==> src/rtl/atan_pkg.sv <==
// Shared binary32 field widths, constants and FSM state type for the atan
// argument-range-reduction stage and its reciprocal mantissa divider.
package atan_pkg;

    localparam int EXP_W    = 8;
    localparam int FRAC_W   = 23;
    localparam int SIG_W    = FRAC_W + 1;
    localparam int FP_W     = 1 + EXP_W + FRAC_W;
    localparam int BIAS     = 127;
    localparam logic [FP_W-1:0] QNAN = 32'h7FC0_0000;

    // 24 significand bits, one guard bit, and one extra bit folded into sticky.
    localparam int DIV_ITER = 26;
    localparam int ITER_W   = $clog2(DIV_ITER);

    typedef enum logic [1:0] {
        ST_IDLE  = 2'd0,
        ST_DIV   = 2'd1,
        ST_ROUND = 2'd2,
        ST_DONE  = 2'd3
    } state_t;

    typedef struct packed {
        logic              sign;
        logic [EXP_W-1:0]  exp;
        logic [FRAC_W-1:0] frac;
    } fp32_t;

endpackage

==> src/rtl/recip_mant_div.sv <==
// Iterative restoring divider computing 2^49 / {1,f}: one quotient bit per
// cycle for DIV_ITER cycles, reporting the 24-bit quotient, guard and sticky.
module recip_mant_div
    import atan_pkg::*;
(
    input  logic             clock,
    input  logic             reset,
    input  logic             start,
    input  logic [SIG_W-1:0] mant,
    output logic             busy,
    output logic             done,
    output logic [SIG_W-1:0] quotient,
    output logic             guard,
    output logic             sticky
);

    logic [SIG_W-1:0]    divisor;
    logic [SIG_W-1:0]    rem;
    logic [DIV_ITER-1:0] quo;
    logic [ITER_W-1:0]   iter;
    logic [SIG_W:0]      rem_shift;
    logic                take;
    logic [SIG_W-1:0]    rem_next;

    // NOTE: every signal gets a default before any conditional update, so no
    // path leaves a value unassigned and no latch is inferred.
    always_comb begin
        rem_shift = {rem, 1'b0};
        take      = (rem_shift >= {1'b0, divisor});
        rem_next  = rem_shift[SIG_W-1:0];
        if (take) begin
            rem_next = SIG_W'(rem_shift - {1'b0, divisor});
        end
    end

    // High during the cycle whose closing edge retires the final iteration.
    assign done = busy && (iter == ITER_W'(DIV_ITER - 1));

    // NOTE: sequential state uses non-blocking assignments so every register
    // samples the pre-edge values, independent of statement order.
    always_ff @(posedge clock) begin
        if (reset) begin
            busy <= 1'b0;
            iter <= '0;
        end else if (start) begin
            busy <= 1'b1;
            iter <= '0;
        end else if (busy) begin
            iter <= iter + ITER_W'(1);
            if (done) begin
                busy <= 1'b0;
            end
        end
    end

    // NOTE: the datapath registers carry no reset; they are always loaded by
    // start before being read, so only the control bits above need one.
    always_ff @(posedge clock) begin
        if (start) begin
            divisor <= mant;
            rem     <= {1'b1, {FRAC_W{1'b0}}};
            quo     <= '0;
        end else if (busy) begin
            rem     <= rem_next;
            quo     <= {quo[DIV_ITER-2:0], take};
        end
    end

    assign quotient = quo[DIV_ITER-1 -: SIG_W];
    assign guard    = quo[DIV_ITER-SIG_W-1];
    assign sticky   = quo[0] | (rem != '0);

endmodule

==> src/rtl/atan_range_reduce.sv <==
// Range reduction ahead of atan: forwards 1/y with invert=1 when |y| > 1.
// Build option ATAN_REDUCE_SUBNORM_EN: round tiny reciprocals as subnormals.
module atan_range_reduce
    import atan_pkg::*;
(
    input  logic            clock,
    input  logic            reset,
    input  logic            io_in_valid,
    output logic            io_in_ready,
    input  logic [FP_W-1:0] io_in_bits,
    output logic            io_out_valid,
    input  logic            io_out_ready,
    output logic [FP_W-1:0] io_out_bits,
    output logic            io_out_invert
);

    state_t           state;
    fp32_t            in_fp;
    logic             is_nan;
    logic             is_inf;
    logic             is_small;
    logic             accept;
    logic             div_start;

    logic             sign_q;
    logic [EXP_W-1:0] exp_q;
    logic             frac_zero_q;

    logic             div_busy;
    logic             div_done;
    logic [SIG_W-1:0] div_quo;
    logic             div_guard;
    logic             div_sticky;

    assign in_fp    = fp32_t'(io_in_bits);
    assign is_nan   = (&in_fp.exp) && (|in_fp.frac);
    assign is_inf   = (&in_fp.exp) && !(|in_fp.frac);
    assign is_small = (in_fp.exp < EXP_W'(BIAS)) ||
                      ((in_fp.exp == EXP_W'(BIAS)) && (in_fp.frac == '0));

    assign io_in_ready  = (state == ST_IDLE) && !div_busy;
    assign io_out_valid = (state == ST_DONE);
    assign accept       = io_in_valid && io_in_ready;
    assign div_start    = accept && !is_nan && !is_inf && !is_small;

    recip_mant_div u_div (
        .clock    (clock),
        .reset    (reset),
        .start    (div_start),
        .mant     ({1'b1, in_fp.frac}),
        .busy     (div_busy),
        .done     (div_done),
        .quotient (div_quo),
        .guard    (div_guard),
        .sticky   (div_sticky)
    );

    logic signed [EXP_W+1:0] res_exp;
    logic [SIG_W-1:0]        sig;
    logic                    grd;
    logic                    stk;
    logic                    round_up;
    logic [SIG_W:0]          sum;
    logic signed [EXP_W+1:0] norm_exp;
    logic [FRAC_W-1:0]       norm_mant;
    logic [FP_W-1:0]         norm_bits;
    logic [FP_W-1:0]         tiny_bits;
    logic [FP_W-1:0]         round_bits;
`ifdef ATAN_REDUCE_SUBNORM_EN
    logic [1:0]              sub_shift;
    logic [SIG_W+2:0]        ext_sh;
    logic [SIG_W-1:0]        sub_sig;
    logic                    sub_up;
`endif

    always_comb begin
        // A power of two divides exactly: its reciprocal is 1.0 * 2^(254-e).
        res_exp = (frac_zero_q ? 10'sd254 : 10'sd253) - $signed({2'b00, exp_q});
        sig     = frac_zero_q ? {1'b1, {FRAC_W{1'b0}}} : div_quo;
        grd     = !frac_zero_q && div_guard;
        stk     = !frac_zero_q && div_sticky;

        round_up  = grd && (stk || sig[0]);
        sum       = {1'b0, sig} + (SIG_W+1)'(round_up);
        norm_exp  = res_exp + $signed({{(EXP_W+1){1'b0}}, sum[SIG_W]});
        norm_mant = sum[SIG_W] ? sum[SIG_W-1:1] : sum[FRAC_W-1:0];
        norm_bits = {sign_q, EXP_W'(norm_exp), norm_mant};

`ifdef ATAN_REDUCE_SUBNORM_EN
        // Smallest reachable exponent is -1 (y just below 2^128), so shift by 1 or 2.
        sub_shift = (res_exp == 10'sd0) ? 2'd1 : 2'd2;
        ext_sh    = {sig, grd, 2'b00} >> sub_shift;
        sub_sig   = ext_sh[SIG_W+2:3];
        sub_up    = ext_sh[2] && (stk || ext_sh[1] || ext_sh[0] || sub_sig[0]);
        // A carry into bit 23 lands in the exponent field as the smallest normal.
        tiny_bits = {sign_q, {(EXP_W-1){1'b0}}, sub_sig + SIG_W'(sub_up)};
`else
        tiny_bits = {sign_q, {(FP_W-1){1'b0}}};
`endif
        round_bits = (res_exp <= 10'sd0) ? tiny_bits : norm_bits;
    end

    always_ff @(posedge clock) begin
        if (reset) begin
            state         <= ST_IDLE;
            io_out_bits   <= '0;
            io_out_invert <= 1'b0;
            sign_q        <= 1'b0;
            exp_q         <= '0;
            frac_zero_q   <= 1'b0;
        end else begin
            case (state)
                ST_IDLE: begin
                    if (accept) begin
                        sign_q      <= in_fp.sign;
                        exp_q       <= in_fp.exp;
                        frac_zero_q <= (in_fp.frac == '0);
                        if (is_nan) begin
                            io_out_bits   <= QNAN;
                            io_out_invert <= 1'b0;
                            state         <= ST_DONE;
                        end else if (is_inf) begin
                            io_out_bits   <= {in_fp.sign, {(FP_W-1){1'b0}}};
                            io_out_invert <= 1'b1;
                            state         <= ST_DONE;
                        end else if (is_small) begin
                            io_out_bits   <= io_in_bits;
                            io_out_invert <= 1'b0;
                            state         <= ST_DONE;
                        end else begin
                            io_out_invert <= 1'b1;
                            state         <= ST_DIV;
                        end
                    end
                end
                ST_DIV: begin
                    if (div_done) begin
                        state <= ST_ROUND;
                    end
                end
                ST_ROUND: begin
                    io_out_bits <= round_bits;
                    state       <= ST_DONE;
                end
                ST_DONE: begin
                    if (io_out_ready) begin
                        state <= ST_IDLE;
                    end
                end
                default: state <= ST_IDLE;
            endcase
        end
    end

endmodule

==> config.mk <==
export PLATFORM = sky130hd
export DESIGN_NAME = atan_range_reduce
export DESIGN_NICKNAME = d
export VERILOG_FILES = /design/src/rtl/atan_pkg.sv /design/src/rtl/recip_mant_div.sv /design/src/rtl/atan_range_reduce.sv
export SDC_FILE = /design/constraint.sdc
export NUM_CORES = 1
export LEC_CHECK = 0
export ABC_AREA = 1
export BUFFER_PORTS_ARGS = -buffer_cell sky130_fd_sc_hd__buf_2
export CORE_UTILIZATION = 65
export CTS_CLUSTER_SIZE = 40
export DETAILED_ROUTE_END_ITERATION = 16
export GPL_ROUTABILITY_DRIVEN = 1
export MAX_ROUTING_LAYER = met4
export PLACE_DENSITY = 0.95
export SLEW_MARGIN = 20
export SYNTH_ARGS = -nofsm -noshare
export SYNTH_HDL_FRONTEND = slang
export SYNTH_SLANG_ARGS = --single-unit
==> constraint.sdc <==
create_clock -name clock -period 4.85 [get_ports clock]
set_clock_uncertainty 0.1 [all_clocks]
set_input_delay 0.485 -clock clock [delete_from_list [all_inputs] [get_ports clock]]
set_output_delay 0.485 -clock clock [all_outputs]
set_load 0.02 [all_outputs]
* After elaboration in Yosys (flattened, before gate mapping)
Index checks and enable logic that the tools add are counted.
Operators by class: add/sub/neg operators 5, magnitude comparators 3, multiplexer cells 23, eq/ne operators 9, bitwise logic cells 1, reductions and logical operators 30
Operator list (count):
- two-way mux 32 bit | 4
- case mux 32 bit (2 select lines) | 1
- two-way mux 24 bit | 2
- two-way mux 31 bit | 1
- adder 24 x 1 -> 25 bit | 1
- greater-or-equal comparator 25 x 24 -> 1 bit | 1
- nonzero test 24 bit | 1
- subtractor 24 bit | 1
- logical NOT 23 bit | 1
- two-way mux 23 bit | 1
- OR reduction 23 bit | 1
- two-way mux 2 bit | 7
- logical AND 1 bit | 12
- <= comparator 9 x 1 -> 1 bit, second input constant | 1
- subtractor 8 x 8 -> 9 bit | 1
- adder 8 x 2 -> 8 bit | 1
- == test 8 x 7 -> 1 bit, second input constant | 1
- < comparator 8 x 7 -> 1 bit, second input constant | 1
- case mux 2 bit (4 select lines) | 1
- AND reduction 8 bit | 1
- logical NOT 1 bit | 6
- two-way mux 1 bit | 6
- AND reduction 3 bit | 2
- adder 5 x 1 -> 5 bit, second input constant | 1
- 12 further kinds | 15
Storage, ports and cells: bits of input ports 36, output and inout bits 35, flip-flop bits (word level) 124

* Depth between registers and ports, before layout
depth in word-level cells 9, mapped depth 22

* Hierarchy
A second synthesis with hierarchy kept.
Second synthesis, totals: cell total of the unflattened synthesis 1448, area total of the unflattened synthesis 9102.5 sq um
By module, submodules not included:
- recip_mant_div | area an instance 5136.2 sq um, instances 1, cells each 731
- atan_range_reduce | area an instance 3966.3 sq um, instances 1, cells each 717

* Worst setup path after synthesis
Ideal clock, no wire load.
path kind register to register, start reg frac_zero_q, end reg io_out_bits[28], clock period less this slack 2907 ps, path buffers 2, data arrival time 2695 ps, data required time 4639 ps, cell stages (with the launch flop) 20, slack 1943 ps, path through dfxtp_1 > buf_6 > inv_4 > buf_12 > nand3_2 > inv_1 > ha_1 > inv_1 > nor2_8 > nand3_4 > nor2_1 > nand4_1 > nor4_1 > ha_1 > nand3_1 > nor3_1 > xor2_1 > nor2_1 > nor2_1 > nor2_1
On the way: cells in the longest elaborated chain, start to end 8, elaborated cells on any way between the ends 13, those cells by class add/sub: 3; order compare: 1; mux: 4; reduce/logical: 5
RTL lines:
- start: declaration | RTL line atan_range_reduce.sv:27 | logic frac_zero_q;
- start signal: assignment | RTL line atan_range_reduce.sv:117 | frac_zero_q <= (in_fp.frac == '0);
- logical NOT 1 bit | RTL line atan_range_reduce.sv:80, atan_range_reduce.sv:81
- logical AND 1 bit | RTL line atan_range_reduce.sv:81 | stk = !frac_zero_q && div_sticky;
- logical OR 1 bit | RTL line atan_range_reduce.sv:83 | round_up = grd && (stk || sig[0]);
- logical AND 1 bit | RTL line atan_range_reduce.sv:83
- adder 24 x 1 -> 25 bit | RTL line atan_range_reduce.sv:84 | sum = {1'b0, sig} + (SIG_W+1)'(round_up);
- adder 8 x 2 -> 8 bit | RTL line atan_range_reduce.sv:85 | norm_exp = res_exp + $signed({{(EXP_W+1){1'b0}}, sum[SIG_W]});
- two-way mux 31 bit (*) | RTL line atan_range_reduce.sv:100 | round_bits = (res_exp <= 10'sd0) ? tiny_bits : norm_bits;
- case mux 32 bit (2 select lines) (*) | RTL line atan_range_reduce.sv:112 | case (state)
- end signal: assignment | RTL line atan_range_reduce.sv:123 | io_out_bits <= {in_fp.sign, {(FP_W-1){1'b0}}};
- end signal: assignment | RTL line atan_range_reduce.sv:127 | io_out_bits <= io_in_bits;
- end signal: assignment | RTL line atan_range_reduce.sv:142 | io_out_bits <= round_bits;
- end: declaration | RTL line atan_range_reduce.sv:13 | output logic [FP_W-1:0] io_out_bits,
Mark *: on every way between the ends. The rest lies on a longest branch, timed or not. A chain may end at the register's enable or synchronous reset.

* Worst setup path in the final report
start reg frac_zero_q, end reg io_out_bits[30]
The elaborated chain is that of the path after synthesis.

==> flow_summary.ini <==
[route]
vias = 9267
ant_nets = 0
wire_per_inst_um = 15.19
dr.pass1.iters = 7
drc = 0
drt_wl_total_um = 24820
drt_iter0_markers = 911
viasPerCell = 5.671

[floorplanning]
fp.dieH_um = 118.3
start_util_pct = 66.62
design.core.area_um2 = 13190
die_area_um2 = 13990
rows = 42
pin_count = 71
die_w_um = 118.3

[worst_setup_path]
reg2reg_from = frac_zero_q$_SDFFE_PP0P_
cp_cell_sequence = inv_4 -> nand3_2 -> inv_1 -> ha_1 -> inv_1 -> nor2_8 -> nand3_4 -> nor2_1 -> nand4_1 -> nor4_1 -> ha_1 -> nand3_1 -> nor3_1 -> nand3_1 -> nand2_1 -> nand2_1 -> nor2_1 -> nor2_1 -> nor2_1
crit_fanout = 20
arrival_ns = 3.62
crit_family = simple AND/OR/NAND/NOR gates
path_buf_inv = 3
crit_type = flip-flop to flip-flop
cpMaxStageDelayCell = nor3_1
worstRegToRegCells = 19
cpMostUsedCell = nor2_1
slowest_delay_ns = 0.37
reg2reg_slack_ns = 1.49
start_kind = flip-flop
cp-startpoint = frac_zero_q$_SDFFE_PP0P_
cp-end-kind = flip-flop
required_ns = 5.11
r2r_end = io_out_bits[30]$_SDFFE_PP0P_

[yosys]
ys_seq_elements = 124
ys_types = 46
synth.area.top_cells = dfxtp_1 (23%), nand2_1 (19%), inv_1 (8.7%), nor2_1 (8.5%), edfxtp_1 (7.9%)
ys_seq_area_share_pct = 30.87
synth.top_cell.area_share_pct = 23.01
avgSynthCellArea_um2 = 6.295
synth_fp_nets = 1470
netlist_area_um2 = 8787
synth_area_leader_cell = dfxtp_1
ys.warnings.count = 0
netlist_instances = 1396

[grt]
grt_overflow = 0
grt_max_degree = 75
met2_usage_pct = 62.02
grt-busiest-layer = met2
grt_util_met3_pct = 5.743
grt_usage_pct = 37.11
grt_pass1_vias = 8729
antenna_found_initial = 0
grt_first_pass_wirelength_um = 40340
use_met1_pct = 41.81

[power]
power_switching_mw = 2.859
power_per_cell_area_nw_per_um2 = 630.7
power_frac_clock_pct = 21.7
p_seq_share_pct = 28.3
combPwrFrac_pct = 50.0
leakage_nw = 5.022
peakVddDrop_mv = 0.4129
p_sw_share_pct = 46.26
internal_power_mw = 3.322

[cells_and_area]
layout_commonest_cell = nand2_1
drive_gt1_share_pct = 9.945
n_fill_cell = 1108
fin_area_um2 = 9801
area_growth_pct = 11.53
n_antenna_cell = 0
layout_common_cells = nand2_1 (438), inv_1 (204), nor2_1 (197), dfxtp_1 (101), nand3_1 (90)
nets = 1519

[timing]
timing.hold.ws_ns = 0.1602
rsz0062_at_grt = no
hold_violations = 0
min_period_ns = 3.364
setup_violations = 0
fin_tns_setup_ns = 0
period_share_pct = 69.35
tightest_slew_ns = 1.040
max_slew_margin_pct = 30.66
maxSlewViolCount = 0
fmax_ghz = 0.2973
layout_setup_ws_ns = 1.486

[flow_run]
drv_cap = 0

[clock_network]
cts_buffer_depth = 2
cts_root_buf = clkbuf_16
cts_resized = 0
clkTransAtPathRegs_ns = 0.06
tritoncts = built
post_cts_buffers = 0
numCtsBuffers = 17
ctsHoldBuffers = 0
cts_sinks = 124
worstSkewPairLatency_ns = 0.42
htree_levels = 4

[min_path]
hold_path.class = input pin to flip-flop
min_from = io_in_bits[18]
worstHoldEndpoint = u_div.divisor[18]$_DFFE_PP_
worstHoldPathCells = 1

[run_status]
status = finished clean

[place]
gp_congestion = 1.021
placed_area_um2 = 9174
pre_cts_ws_ns = 1.544
io_buffer_count = 70
dp_hpwl_um = 17880
[power groups by stage]
| stage | Clock, mW | Sequential (mW) | Combinational (mW) |
|---|---|---|---|
| after detailed placement | 0 | 1.75 | 3.00 |
| after global routing | 1.40 | 1.78 | 3.45 |
| after global placement | 0 | 1.74 | 2.92 |
| after floorplan | 0 | 1.82 | 2.20 |
| final | 1.34 | 1.75 | 3.09 |
| after CTS | 1.35 | 1.74 | 3.04 |
[cell usage after synthesis, drive strengths merged]
master,number
nor3,21
a21oi,72
o21ai,28
or2,5
clkinv,1
and2,1
a31oi,1
nor2,209
nand2,443
ha,36
a22oi,1
buf,22
nor4,2
o21a,1
o21bai,3
edfxtp,23
xor2,17
a211oi,24
o22ai,1
fa,2
nand3b,9
clkbuf,24
xnor2,13
dfxtp,101
nand4,33
inv,206
nand3,97
[worst register-to-register path: cells and delay by family (launching register included)]
| kind | cells | cell delay, ns |
|---|---|---|
| fa+ha+maj | 2 | 0.44 |
| buf+inv | 3 | 0.45 |
| simple gates | 14 | 1.97 |
| flops | 1 | 0.33 |
[registers in the layout (all words and copies together), names as in the netlist]
register	cells
exp_q	8
frac_zero_q	1
io_out_bits	32
io_out_invert	1
sign_q	1
state	2
u_div.busy	1
u_div.divisor	23
u_div.iter	5
u_div.quo	26
u_div.rem	24
[cell families after synthesis]
group           count (synthesis)  share of synthesized area [%]
buf+inv                       253                          11.75
compound gates                131                          8.444
fa+ha+maj                      38                          5.582
simple gates                  820                          40.37
xor+xnor                       30                          2.990
flops                         124                          30.87
[per-layer routing]
| layer | share of wire [%] | up-vias |
|---|---|---|
| li1 | - | 4479 |
| met2 | 49 | 473 |
| met5 | 0 | - |
| met3 | 7.2 | 108 |
| met4 | 4.6 | 0 |
| met1 | 39 | 4207 |
[worst max path at each step]
stage	cells past startpoint	slack (ns)	endpoint
final	19	1.49	io_out_bits[30]$_SDFFE_PP0P_
after global routing	19	1.21	io_out_bits[30]$_SDFFE_PP0P_
after CTS	19	1.50	io_out_bits[30]$_SDFFE_PP0P_
after detailed placement	17	1.54	io_out_bits[28]$_SDFFE_PP0P_
after global placement	18	1.75	io_out_bits[30]$_SDFFE_PP0P_
after floorplan	19	1.94	io_out_bits[28]$_SDFFE_PP0P_
[final cells by class]
type                            instances  area (um^2)  area share [%]
Inverter                              207        779.5           7.954
Multi-Input combinational cell       1019         5054           51.56
Clock buffer                           19        464.2           4.736
Timing Repair Buffer                   76        407.9           4.162
Clock inverter                         13        162.7           1.660
Sequential cell                       124         2713           27.68
Tap cell                              176        220.2           2.247
[metrics by stage]
step,utilization (%),power (mW),std cells
2_1_floorplan,-,4.020,1396
3_3_place_gp,69.55,4.653,1602
3_5_place_dp,69.55,4.743,1602
4_1_cts,74.30,6.125,1634
5_1_grt,74.30,6.629,1634
6_report,74.30,6.182,1634
Note: power is estimated with default switching activity, not from simulation.
